--- src/rtl/q_ring_sequencer.sv ---
// q_ring_sequencer: runs the reset/start initialisation of a self-timed
// q_stage ring, releases it, counts two-phase lap events seen at the ring's
// observation point, and returns the ring to reset on completion, stall or abort.
//
// Request semantics: run_req is a level sampled only while busy=0 (IDLE).
// The cycle it is seen high it is accepted and busy rises on that same edge.
// While busy=1 run_req is ignored and nothing is queued. done marks the end
// of every run that was not aborted or reset.
module q_ring_sequencer #(
    parameter int NSTAGES      = 5,
    parameter int CNT_W        = 16,
    parameter int RESET_CYCLES = 2,
    parameter int ARM_CYCLES   = 2,
    parameter int TIMEOUT      = 255
) (
    input  logic                             clk,
    input  logic                             rst,
    input  logic                             run_req,
    input  logic [CNT_W-1:0]                 run_len,
    input  logic                             abort,
    input  logic                             lap_in,
    input  logic [NSTAGES-1:0]               f_in,
    output logic                             ring_start,
    output logic                             ring_rst,
    output logic                             busy,
    output logic                             done,
    output logic                             timeout_err,
    output logic [CNT_W-1:0]                 lap_count,
    output logic [$clog2(NSTAGES+1)-1:0]     occupancy
);

    localparam int OCC_W = $clog2(NSTAGES + 1);
    localparam int MAXPH = (RESET_CYCLES > ARM_CYCLES) ? RESET_CYCLES : ARM_CYCLES;
    localparam int PH_W  = $clog2(MAXPH + 1);
    localparam int WD_W  = $clog2(TIMEOUT + 1);

    typedef enum logic [1:0] {IDLE, INIT, ARM, RUN} state_t;

    state_t             state;
    logic               lap_s1, lap_s2, lap_prev;
    logic [NSTAGES-1:0] f_s1, f_s2;
    logic [OCC_W-1:0]   occ_next;
    logic [CNT_W-1:0]   len_q;
    logic [CNT_W-1:0]   lap_next;
    logic [PH_W-1:0]    ph_cnt;
    logic [WD_W-1:0]    wd;
    logic               lap_event;

    // Any change of the synchronised lap level is one event (two-phase signalling).
    // lap_prev always tracks the synchronised level, so a level already present
    // when the ring is released never looks like an edge.
    assign lap_event = (lap_s2 != lap_prev);
    assign lap_next  = lap_count + CNT_W'(1);

    // Popcount of the synchronised stage flags.
    always_comb begin
        occ_next = '0;
        for (int i = 0; i < NSTAGES; i++) begin
            occ_next = occ_next + OCC_W'(f_s2[i]);
        end
    end

    // Two-flop synchronisers for the asynchronous ring signals, edge history and occupancy.
    always_ff @(posedge clk) begin
        if (rst) begin
            lap_s1    <= 1'b0;
            lap_s2    <= 1'b0;
            lap_prev  <= 1'b0;
            f_s1      <= '0;
            f_s2      <= '0;
            occupancy <= '0;
        end else begin
            lap_s1    <= lap_in;
            lap_s2    <= lap_s1;
            lap_prev  <= lap_s2;
            f_s1      <= f_in;
            f_s2      <= f_s1;
            occupancy <= occ_next;
        end
    end

    // Sequencer FSM with registered ring controls, status and lap counter.
    always_ff @(posedge clk) begin
        if (rst) begin
            state       <= IDLE;
            ring_rst    <= 1'b1;
            ring_start  <= 1'b0;
            busy        <= 1'b0;
            done        <= 1'b0;
            timeout_err <= 1'b0;
            lap_count   <= '0;
            len_q       <= '0;
            ph_cnt      <= '0;
            wd          <= '0;
        end else begin
            done <= 1'b0;
            case (state)
                IDLE: begin
                    if (run_req) begin
                        len_q       <= run_len;
                        lap_count   <= '0;
                        timeout_err <= 1'b0;
                        ph_cnt      <= '0;
                        state       <= INIT;
                        ring_start  <= 1'b1;
                        ring_rst    <= 1'b1;
                        busy        <= 1'b1;
                    end
                end
                INIT: begin
                    if (abort) begin
                        state      <= IDLE;
                        ring_start <= 1'b0;
                        ring_rst   <= 1'b1;
                        busy       <= 1'b0;
                    end else if (ph_cnt == PH_W'(RESET_CYCLES - 1)) begin
                        ph_cnt     <= '0;
                        state      <= ARM;
                        ring_start <= 1'b0;
                    end else begin
                        ph_cnt <= ph_cnt + PH_W'(1);
                    end
                end
                ARM: begin
                    if (abort) begin
                        state    <= IDLE;
                        ring_rst <= 1'b1;
                        busy     <= 1'b0;
                    end else if (ph_cnt == PH_W'(ARM_CYCLES - 1)) begin
                        ph_cnt <= '0;
                        if (len_q == '0) begin
                            // Nothing to count: finish without ever releasing the ring.
                            state <= IDLE;
                            busy  <= 1'b0;
                            done  <= 1'b1;
                        end else begin
                            state    <= RUN;
                            ring_rst <= 1'b0;
                            wd       <= '0;
                        end
                    end else begin
                        ph_cnt <= ph_cnt + PH_W'(1);
                    end
                end
                RUN: begin
                    if (abort) begin
                        // Abort wins over completion and timeout; the count is frozen.
                        state    <= IDLE;
                        ring_rst <= 1'b1;
                        busy     <= 1'b0;
                    end else if (lap_event) begin
                        // An event always counts as progress, even on the watchdog's last cycle.
                        wd <= '0;
                        if (lap_count != len_q) begin
                            lap_count <= lap_next;
                        end
                        if (lap_next == len_q || lap_count == len_q) begin
                            state    <= IDLE;
                            ring_rst <= 1'b1;
                            busy     <= 1'b0;
                            done     <= 1'b1;
                        end
                    end else if (wd == WD_W'(TIMEOUT - 1)) begin
                        state       <= IDLE;
                        ring_rst    <= 1'b1;
                        busy        <= 1'b0;
                        done        <= 1'b1;
                        timeout_err <= 1'b1;
                    end else begin
                        wd <= wd + WD_W'(1);
                    end
                end
                default: begin
                    state      <= IDLE;
                    ring_rst   <= 1'b1;
                    ring_start <= 1'b0;
                    busy       <= 1'b0;
                end
            endcase
        end
    end

endmodule

--- config.mk ---
export PLATFORM = sky130hd
export DESIGN_NAME = q_ring_sequencer
export DESIGN_NICKNAME = d
export VERILOG_FILES = /design/src/rtl/q_ring_sequencer.sv
export SDC_FILE = /design/constraint.sdc
export NUM_CORES = 1
export LEC_CHECK = 0
export CAP_MARGIN = 30
export CORE_UTILIZATION = 50
export CTS_CLUSTER_DIAMETER = 100
export DETAILED_ROUTE_END_ITERATION = 7
export PLACE_DENSITY = 0.75
export SLEW_MARGIN = 20
export SYNTH_ARGS = -nofsm -noshare
export SYNTH_HDL_FRONTEND = slang
export SYNTH_SLANG_ARGS = --single-unit
--- constraint.sdc ---
create_clock -name clk -period 6.2 [get_ports clk]
set_input_delay 1.24 -clock clk [delete_from_list [all_inputs] [get_ports clk]]
set_output_delay 1.24 -clock clk [all_outputs]
set_load 0.03 [all_outputs]
# Yosys cells after proc, flatten, opt, wreduce, memory -nomap -nowiden
# Cells that the tools add are included.
# op_classes
n_eq_ne	27
addsub	7
n_reduce_logical	17
mux	61
# op_table
cell	count
two-way mux 16 bit	4
two-way mux 8 bit	6
equality test 16 bit	2
one-hot mux 16 bit (2 select lines)	1
two-way mux 1 bit	29
two-way mux 2 bit	13
!= test 2 bit (second input constant)	11
AND reduction 6 bit	3
adder 16 x 1 -> 16 bit (second input constant)	1
zero test 16 bit	1
!= test 16 bit	1
one-hot mux 8 bit (2 select lines)	1
!= test 3 bit (second input constant)	5
AND reduction 5 bit	3
adder 8 x 1 -> 8 bit (second input constant)	1
equality test 8 bit (second input constant)	1
!= test 4 bit (second input constant)	2
one-hot mux 1 bit (4 select lines)	2
one-hot mux 2 bit (4 select lines)	1
nonzero test 2 bit	4
adder 3 x 1 -> 3 bit	2
one-hot mux 1 bit (2 select lines)	3
AND reduction 3 bit	2
equality test 2 x 1 -> 1 bit (second input constant)	2
other kinds (10)	11
# totals
out_inout_bits	24
input_bits	26
regBits	65
wordCells	128

# Logic depth before layout (Yosys ltp)
# Gate-level depths: netlist of run 1.
# depth
ltp_word	7
depth_mapped	11
depth_no_buf	10

# Worst setup path after synthesis of run 1
# OpenSTA, ideal clock, no wires.
# synth_timing
path_type	register -> register
start	register lap_count[1]
end	register ring_rst
setup_ns	0.120
arrival_ns	3.037
path_slack_ns	3.043
stages_incl_launch_ff	11
synth_period_minus_slack_ns	3.157
cell_sequence	dfxtp_1 > ha_1 > clkbuf_1 > nand3_1 > nor3_1 > xnor2_1 > nand4_1 > o41a_1 > or3b_1 > nand2b_1 > a211o_1
# synth_via
elab_chain_cells	5
word_cells_on_any_way	6
classes_between	add/sub (1); eq/ne (3); reduce/logical (2)
# synth_rtl
item	line_no	source
start: declaration	28	output logic [CNT_W-1:0] lap_count,
start signal: assignment	155	lap_count <= lap_next;
adder 16 x 1 -> 16 bit	53	assign lap_next = lap_count + CNT_W'(1);
equality test 16 bit	157	if (lap_next == len_q || lap_count == len_q) begin
logical OR 1 bit (*)	157	
!= test 4 bit (no line) (*)	--	
AND reduction 6 bit (no line) (*)	--	
end signal: assignment	159	ring_rst <= 1'b1;
end signal: assignment	165	ring_rst <= 1'b1;
end signal: assignment	175	ring_rst <= 1'b1;
end: declaration	24	output logic ring_rst,
# Mark *: on every way between the ends. The rest lies on a longest branch, timed or not.
# A chain may end at the register's enable or synchronous reset.

# Worst setup path after layout of run 1
# layout_timing
start	register lap_count[2]
end	register ring_rst
# The elaborated chain is that of the path after synthesis.

==> results.json, run 1 <==
{
  "post_cts_buffers": 0,
  "initial_core_util_pct": 52.2,
  "hold_viol": 0,
  "hpwlAfterDp_um": 5640,
  "core_um2": 6420,
  "gp_congestion": 0.921,
  "syn_inst": 399,
  "critPathRequiredTime_ns": 6.44,
  "synth_nets": 436,
  "die_w_um": 83.9,
  "startpoint_type": "flip-flop",
  "cts_max_level": 3,
  "clk_pin_slew_ns": 0.08,
  "drive_above_1_share_pct": 6.98,
  "layout_min_cycle_time_ns": 3.37,
  "tightestPinTransition_ns": 0.863,
  "end_kind": "flip-flop",
  "grt_use_total_pct": 24.1,
  "netlist_area_um2": 3350,
  "grt_max_degree": 28,
  "crit_fanout": 16,
  "cp-startpoint": "lap_count[2]$_SDFFE_PP0P_",
  "ant_nets": 0,
  "max_clock_freq_mhz": 297,
  "die_h_um": 83.9,
  "first_pass_iters": 8,
  "wl_met3_um": 427,
  "syn_to_final_growth_pct": 24.9,
  "root_buffer": "clkbuf_8",
  "regToRegStartpoint": "lap_count[2]$_SDFFE_PP0P_",
  "reg2reg_slack_ns": 2.83,
  "synth_cell_type_count": 51,
  "cts_resized": 0,
  "synth_commonest_cells": "65 x dfxtp_1, 48 x nand2_1, 34 x a21oi_1",
  "worstReg2RegEnd": "ring_rst$_SDFFE_PP1P_",
  "path_class": "flip-flop to flip-flop",
  "seq_area_frac_synth_pct": 38.8,
  "yosys.area.top_type": "dfxtp_1",
  "routedWlPerCell_um": 15.1,
  "top_layer_used": "met4",
  "numCtsBuffers": 9,
  "hp-class": "flip-flop to flip-flop",
  "status": "finished, violations left",
  "num_rows": 29,
  "fin_skew_ns": 0.00814,
  "period_share_pct": 54.4,
  "ys.flop_type": "dfxtp_1",
  "via_per_inst": 5.67,
  "arrival_ns": 3.61,
  "slew_violations": 0,
  "ioPinCount": 50,
  "cts_tree": "done",
  "drt-met1-wl_um": 3580,
  "cts.sinks": 65,
  "grt.overflow.total": 0,
  "leakage_nw": 1.56,
  "clk_latency_ns": 0.35,
  "vias": 2955,
  "grt_pass1_wl_um": 13100,
  "io_buffers": 49,
  "max_slew_margin_pct": 42.2,
  "syn_avg_cell_area_um2": 8.40,
  "drt_iter0_drc": 238,
  "ys_ff_latch": 65,
  "placed_area_um2": 3860,
  "clk_path_buf_depth": 2,
  "antenna_found_initial": 0,
  "finalSetupViolCount": 0,
  "yosysMostFrequentCell": "dfxtp_1",
  "nets": 476,
  "fin_area_um2": 4190,
  "worst_hold_slack_ns": 0.442,
  "fin_tns_setup_ns": 0,
  "synth_top_area_share_pct": 38.8,
  "post-route-drc-count": 6,
  "p_per_area_nw_per_um2": 281,
  "ys_warn_count": 0,
  "grt_pass1_vias": 2734,
  "drt-total-wl_um": 7880,
  "cts_hold_buf": 0,
  "ys_top_cells_by_area": "dfxtp_1 39%, xor2_1 7.8%, nand2_1 5.4%",
  "r2r.worst_path.cells": 8,
  "endpoint": "ring_rst$_SDFFE_PP1P_",
  "wl_met2_um": 3620,
  "ir_drop_mv": 0.184,
  "async_reset_ff_share_pct": 0,
  "maxCapViolCount": 0,
  "fin_ws_ns": 2.83,
  "place_ws_ns": 2.53,
  "violations": "design-rule violations",
  "synth-edff-count": 0,
  "dieArea_um2": 7030,
  "antenna_cells": 0,
  "rsz0062_at_grt": "no"
}
-- logic make-up after synthesis --
group	count (synthesis)	synth area share, %
AOI/OAI and AO/OA	75	13.6
xor gates and xnor gates	43	11.2
adders and majority gates	11	4.56
buffers and inverters	27	3.17
DFF	65	38.8
muxes	2	0.672
and+or+nand+nor	176	27.9
-- cells in the final DEF (no fill, tap or decap), drive strengths merged, types with 6 or more instances in the layout --
master and n:
clkdlybuf4s50 49, clkbuf 9, xnor2 13, or3 7, nor3 9, nor2 31
nand4 15, dfxtp 65, xor2 30, o21ai 19, nand2 48, nand3 7
nor2b 22, nor4 10, ha 9, inv 6, a21oi 34, bufinv 6
-- state kept, by name (all words and copies together), names as in the netlist --
register     count
occupancy        3
lap_s1           1
ring_start       1
f_s2             5
done             1
state            2
lap_prev         1
ring_rst         1
ph_cnt           2
busy             1
len_q           16
lap_count       16
lap_s2           1
f_s1             5
wd               8
timeout_err      1
-- final cells by class --
class / instances / area (µm²)
Tap cell: 77 / 96.3
Clock buffer: 9 / 124
Sequential cell: 65 / 1300
Multi-Input combinational cell: 307 / 1940
Fill cell: 540 / 2240
Clock inverter: 7 / 189
Inverter: 5 / 18.8
Timing Repair Buffer: 51 / 513
-- report_power, final --
part	internal (mW)	total, mW	leakage (nW)	switching, mW
Combinational	0.0689	0.160	0.877	0.0915
Sequential	0.437	0.455	0.530	0.0178
Clock	0.391	0.563	0.154	0.172
-- per-stage QoR --
| stage | instances | power [mW] | utilization, % |
|---|---|---|---|
| CTS | 520 | 1.18 | 64.9 |
| global route | 521 | 1.22 | 65.2 |
| finish | 521 | 1.18 | 65.2 |
| floorplan | 399 | 0.568 | - |
| detailed placement | 504 | 0.621 | 60.1 |
| global placement | 504 | 0.618 | 60.1 |
-- worst max-delay path, stage by stage (launching register included) --
cell and delay, ns:
dfxtp_1 0.70, nand3_2 0.30, nor4_2 0.42, xor2_1 0.20, nand4_1 0.18, o41a_1 0.54, or3b_1 0.44, nand2b_1 0.17
a211o_1 0.30
-- routing by layer --
metal,vias up,global-route usage [%]
li1,1477,-
met1,1368,30.8
met2,89,37.3
met3,21,5.44
met4,0,13.8
met5,-,0
-- worst min-delay path by stage --
stage,startpoint,to,slack (ns),cells past startpoint
after floorplan,f_s1[0]$_SDFF_PP0_,f_s2[0]$_SDFF_PP0_,0.41,1
after global placement,f_s1[2]$_SDFF_PP0_,f_s2[2]$_SDFF_PP0_,0.42,1
after detailed placement,f_s1[0]$_SDFF_PP0_,f_s2[0]$_SDFF_PP0_,0.42,1
after CTS,f_s1[1]$_SDFF_PP0_,f_s2[1]$_SDFF_PP0_,0.44,1
after global routing,lap_s1$_SDFF_PP0_,lap_s2$_SDFF_PP0_,0.45,1
final,f_s1[1]$_SDFF_PP0_,f_s2[1]$_SDFF_PP0_,0.44,1
(Power assumes the default switching activity.)
==> run 2: changes to the inputs <==
==> constraint.sdc (replaced) <==
create_clock -name clk -period 3.2 [get_ports clk]
set_input_delay 0.64 -clock clk [delete_from_list [all_inputs] [get_ports clk]]
set_output_delay 0.64 -clock clk [all_outputs]
set_load 0.03 [all_outputs]
==> results.json, run 2 (synthesis results as in run 1) <==
{
  "via_per_inst": 5.63,
  "io_buffers": 49,
  "dieArea_um2": 7030,
  "worst-path-buf-inv": 0,
  "grt.overflow.total": 0,
  "crit_fanout": 8,
  "max_slew_margin_pct": 60.4,
  "rsz0062_at_grt": "no",
  "num_rows": 29,
  "clk_latency_ns": 0.35,
  "nFillCells": 563,
  "maxCapViolCount": 0,
  "startpoint_type": "flip-flop",
  "end_kind": "flip-flop",
  "p_per_area_nw_per_um2": 454,
  "biggestRegsByFlops": "lap_count x16, len_q x16, wd x8",
  "critPathRequiredTime_ns": 3.44,
  "crit_path_top_delay_cell": "o41a_1",
  "antenna_cells": 0,
  "crit_family": "simple AND/OR/NAND/NOR gates",
  "final_cell_mix": "65 x dfxtp_1, 49 x clkdlybuf4s50_1, 48 x nand2_1, 34 x a21oi_1, 31 x nor2_1",
  "antenna_found_initial": 0,
  "syn_to_final_growth_pct": 23.9,
  "clk_pin_slew_ns": 0.08,
  "arrival_ns": 3.25,
  "die_h_um": 83.9,
  "drive_above_1_share_pct": 9.63,
  "max_clock_freq_mhz": 333,
  "violations": "design-rule violations",
  "gp_congestion": 0.900,
  "cts.sinks": 65,
  "die_w_um": 83.9,
  "path_class": "flip-flop to flip-flop",
  "ir_drop_mv": 0.247,
  "grt_use_total_pct": 24.5,
  "post-route-drc-count": 6,
  "multiInputGateArea_um2": 1950,
  "leakage_nw": 1.57,
  "period_share_pct": 93.9,
  "root_buffer": "clkbuf_8",
  "place_ws_ns": 0.172,
  "ant_nets": 0,
  "hp-class": "flip-flop to flip-flop",
  "vias": 3005,
  "status": "finished, violations left",
  "hpwlAfterDp_um": 6120,
  "core_um2": 6420,
  "p_total_mw": 1.89,
  "max_stage_delay_ns": 0.51,
  "worstPathCellList": "ha_2 -> nand3_1 -> nor3_1 -> xnor2_1 -> nand4_1 -> o41a_1 -> or3b_1 -> nand2b_1 -> a211o_1",
  "nets": 489,
  "grt_max_degree": 24,
  "first_pass_iters": 6,
  "cts_tree": "done",
  "numCtsBuffers": 9,
  "ioPinCount": 50,
  "slew_violations": 0,
  "finalSetupViolCount": 0,
  "clk_path_buf_depth": 2,
  "routedWlPerCell_um": 15.2,
  "tightestPinTransition_ns": 0.592,
  "post_cts_buffers": 0,
  "drt-total-wl_um": 8140,
  "fin_skew_ns": 0.0120,
  "seq_area_um2": 1300,
  "layout_min_cycle_time_ns": 3.00,
  "cts_max_level": 3,
  "fin_tns_setup_ns": 0,
  "final_common_cell": "dfxtp_1",
  "initial_core_util_pct": 52.2,
  "fin_ws_ns": 0.197,
  "grt_pass1_wl_um": 13500,
  "drt_iter0_drc": 211,
  "grt_pass1_vias": 2857,
  "cts_hold_buf": 0,
  "hold_viol": 0
}
==> run 2: final timing paths <==
check             slack (ns)                      start                    end  cells past startpoint
setup / recovery        0.20  lap_count[1]$_SDFFE_PP0P_  ring_rst$_SDFFE_PP1P_                      9
hold / removal          0.44         f_s1[2]$_SDFF_PP0_     f_s2[2]$_SDFF_PP0_                      1
hold reg to reg         0.44         f_s1[2]$_SDFF_PP0_     f_s2[2]$_SDFF_PP0_                      1
setup reg to reg        0.20  lap_count[1]$_SDFFE_PP0P_  ring_rst$_SDFFE_PP1P_                      9
==> run 2: stage by stage <==
stage               hold WS, ns  utilization (%)  area (µm²)  cells
floorplan                 0.414                -        3350    399
global placement          0.421             61.7        3960    518
detailed placement        0.428             61.7        3960    518
CTS                       0.446             64.6        4150    534
global route              0.471             64.6        4150    534
finish                    0.439             64.6        4150    534
==> run 2: metal layers <==
metal  GRT usage [%]  routed length, µm  vias up
met3            5.54                477       10
met1            31.8               3610     1404
li1                -                  -     1506
met2            39.9               3970       85
met5               0                  0        -
met4            9.09                 91        0
==> run 2: timing repair <==
item | in CTS | in global routing
hold endpoints to repair | 0 | 0
endpoints found under the setup margin | 0 | 1
gates resized for setup | 0 | 1
==> run 2: layout make-up <==
| type | instances | share of cell area [%] |
|---|---|---|
| clock buffer | 10 | 3.07 |
| clock inverter | 6 | 1.42 |
| inverter | 5 | 0.452 |
| multi-input combinational | 307 | 46.9 |
| sequential | 65 | 31.3 |
| tap | 77 | 2.32 |
| timing repair buffer | 64 | 14.5 |
==> run 2: power breakdown <==
group | switching, mW | leakage, nW | internal [mW]
Combinational | 0.181 | 0.938 | 0.144
Clock | 0.323 | 0.0998 | 0.356
Sequential | 0.0344 | 0.530 | 0.846
==> run 2: worst register-to-register path, delay by kind of cell (launching register included) <==
kind / cells / cell delay [ns]
adder cells (fa/ha/maj): 1 / 0.33
AND/OR/NAND/NOR: 5 / 1.12
flip-flops: 1 / 0.50
XOR/XNOR: 1 / 0.16
AO/OA/AOI/OAI: 2 / 0.79
==> variant, RTL diff (config.mk and constraints of run 2) <==
Set the parameter `CNT_W` to 20 (it was 16).
--- a/src/rtl/q_ring_sequencer.sv
+++ b/src/rtl/q_ring_sequencer.sv
@@ -9,5 +9,5 @@
 module q_ring_sequencer #(
     parameter int NSTAGES      = 5,
-    parameter int CNT_W        = 16,
+    parameter int CNT_W        = 20,
     parameter int RESET_CYCLES = 2,
     parameter int ARM_CYCLES   = 2,
Ports: changed (resized lap_count and run_len); port bits go from 50 to 58. No check against the original RTL was run, so the function may have changed too.
==> variant against run 2 <==
- via count grew 14%
- final area grew 15%
- largest cell class unchanged
- wire length grew 18%
- critical path type unchanged
- non-clock buffer count grew 9
- worst setup slack gained 0.090 ns
- clock skew grew 0.00056 ns
- highest routed layer unchanged
- total power grew 23%
- synthesized area grew 13%
- die area grew 13%
- largest power group unchanged
- count of clock-buffer cells in the layout shrank 1
- first-iteration DRC count shrank 16%
- sequential cell count grew 8
==> variant: results (changes against run 2) <==
outcome:
  outcome: "complete, no violations"
global_routing:
  global_route.usage.met3: 0.0711  # +0.0157
  gr-usage-met2: 0.452  # +0.0523
  grt_pass1_wl_um: 15800  # +17%
  track_usage: 0.263  # +0.0174
  met1_usage: 0.327  # +0.00928
  grt_pass1_vias: 3321  # +16%
  antenna_found_initial: 0  # unchanged
timing:
  hold_ws_ns: 0.442  # +0.00293 ns
  max_freq_mhz: 343  # +3.1%
  worst_pin_slew_ns: 0.733  # +0.140 ns
  skew_ns: 0.0126  # +0.000560 ns
placement:
  gp_congestion: 0.892  # -0.83%
  place_ws_ns: 0.328  # +0.155 ns
  hpwl_um: 7330  # +20%
  port_buffers: 57  # +16%
  placed_area_mm2: 0.00450  # +14%
power_and_ir_drop:
  max-vdd-ir-drop_uv: 342  # +39%
  power_leakage_nw: 1.76  # +12%
routing:
  drt-total-wl_um: 9640  # +18%
  dr.pass1.iters: 4  # -2
  wl_met1_um: 4310  # +20%
  num_vias: 3440  # +14%
  drtIter0Drc: 177  # -16%
  wl_met2_um: 4650  # +17%
  wl_met3_um: 514  # +7.8%
logic_synthesis:
  netlist_top_cells_area: "dfxtp_1 (39%), xnor2_1 (8.8%), nand2_1 (7.0%)"
  syn_nets: 501  # +15%
  synth_top_cells_by_count: "dfxtp_1 (73), nand2_1 (71), nor2_1 (52)"
  synth_seq_area_share: 0.386  # -0.00274
critical_path:
  reg2reg_slack_ns: 0.29  # +0.09 ns
  critical_path_arrival_ns: 3.19  # -0.06 ns
  crit_fanout: 9  # +1
clock_network:
  cts-htree-levels: 3  # unchanged
  cts_buffers: 9  # unchanged
layout:
  drive_above_1_share: 0.0798  # -0.0164
  reg_top3: "lap_count (20), len_q (20), wd (8)"
## variant: final cells by class
| class | instances | area [um^2] |
|---|---|---|
| clock inverters | 7 | 118 |
| inverters | 11 | 41.3 |
| clock buffers | 9 | 124 |
| multi-input cells | 353 | 2200 |
| repair buffers | 73 | 691 |
| fillers | 658 | 2530 |
| flip-flops and latches | 73 | 1460 |
| well taps | 99 | 124 |
## variant: power by group
group	leakage [nW]	internal [W]	total [W]	switching, W
sequential	0.595	0.000954	0.00100	0.0000455
clock	0.124	0.000519	0.000887	0.000368
combinational	1.04	0.000183	0.000432	0.000250
## variant: timing repair
item                       CTS  global route
setup buffers                0             0
setup endpoints to repair    0             2
resized for setup            0             2
## variant: worst paths after layout
kind | from | end | depth (start not counted)
setup reg to reg | lap_count[4]$_SDFFE_PP0P_ | state[0]$_SDFFE_PP0P_ | 9
hold / removal | lap_s1$_SDFF_PP0_ | lap_s2$_SDFF_PP0_ | 1
hold reg to reg | lap_s1$_SDFF_PP0_ | lap_s2$_SDFF_PP0_ | 1
setup / recovery | lap_count[4]$_SDFFE_PP0P_ | state[0]$_SDFFE_PP0P_ | 9
## variant: kinds of logic after synthesis
logic type	share of synthesized area
buffers and inverters	0.0373
DFF	0.386
muxes	0.0132
xor gates and xnor gates	0.127
adders and majority gates	0.0370
and+or+nand+nor	0.282
AOI/OAI and AO/OA	0.118
## variant: critical path: stages, from the launching register on
cell and delay, ns:
dfxtp_1 0.55, nand3_2 0.28, nor4_4 0.35, xnor2_1 0.11
a2111oi_2 0.33, nand4_1 0.16, nor4_2 0.23, a31oi_1 0.27
or2_1 0.32, a211oi_1 0.23
## variant: metrics by stage
step	power, W	instances
after floorplan	0.00130	461
after global placement	0.00144	609
after detailed placement	0.00145	609
after CTS	0.00234	625
after global routing	0.00243	625
final	0.00232	625
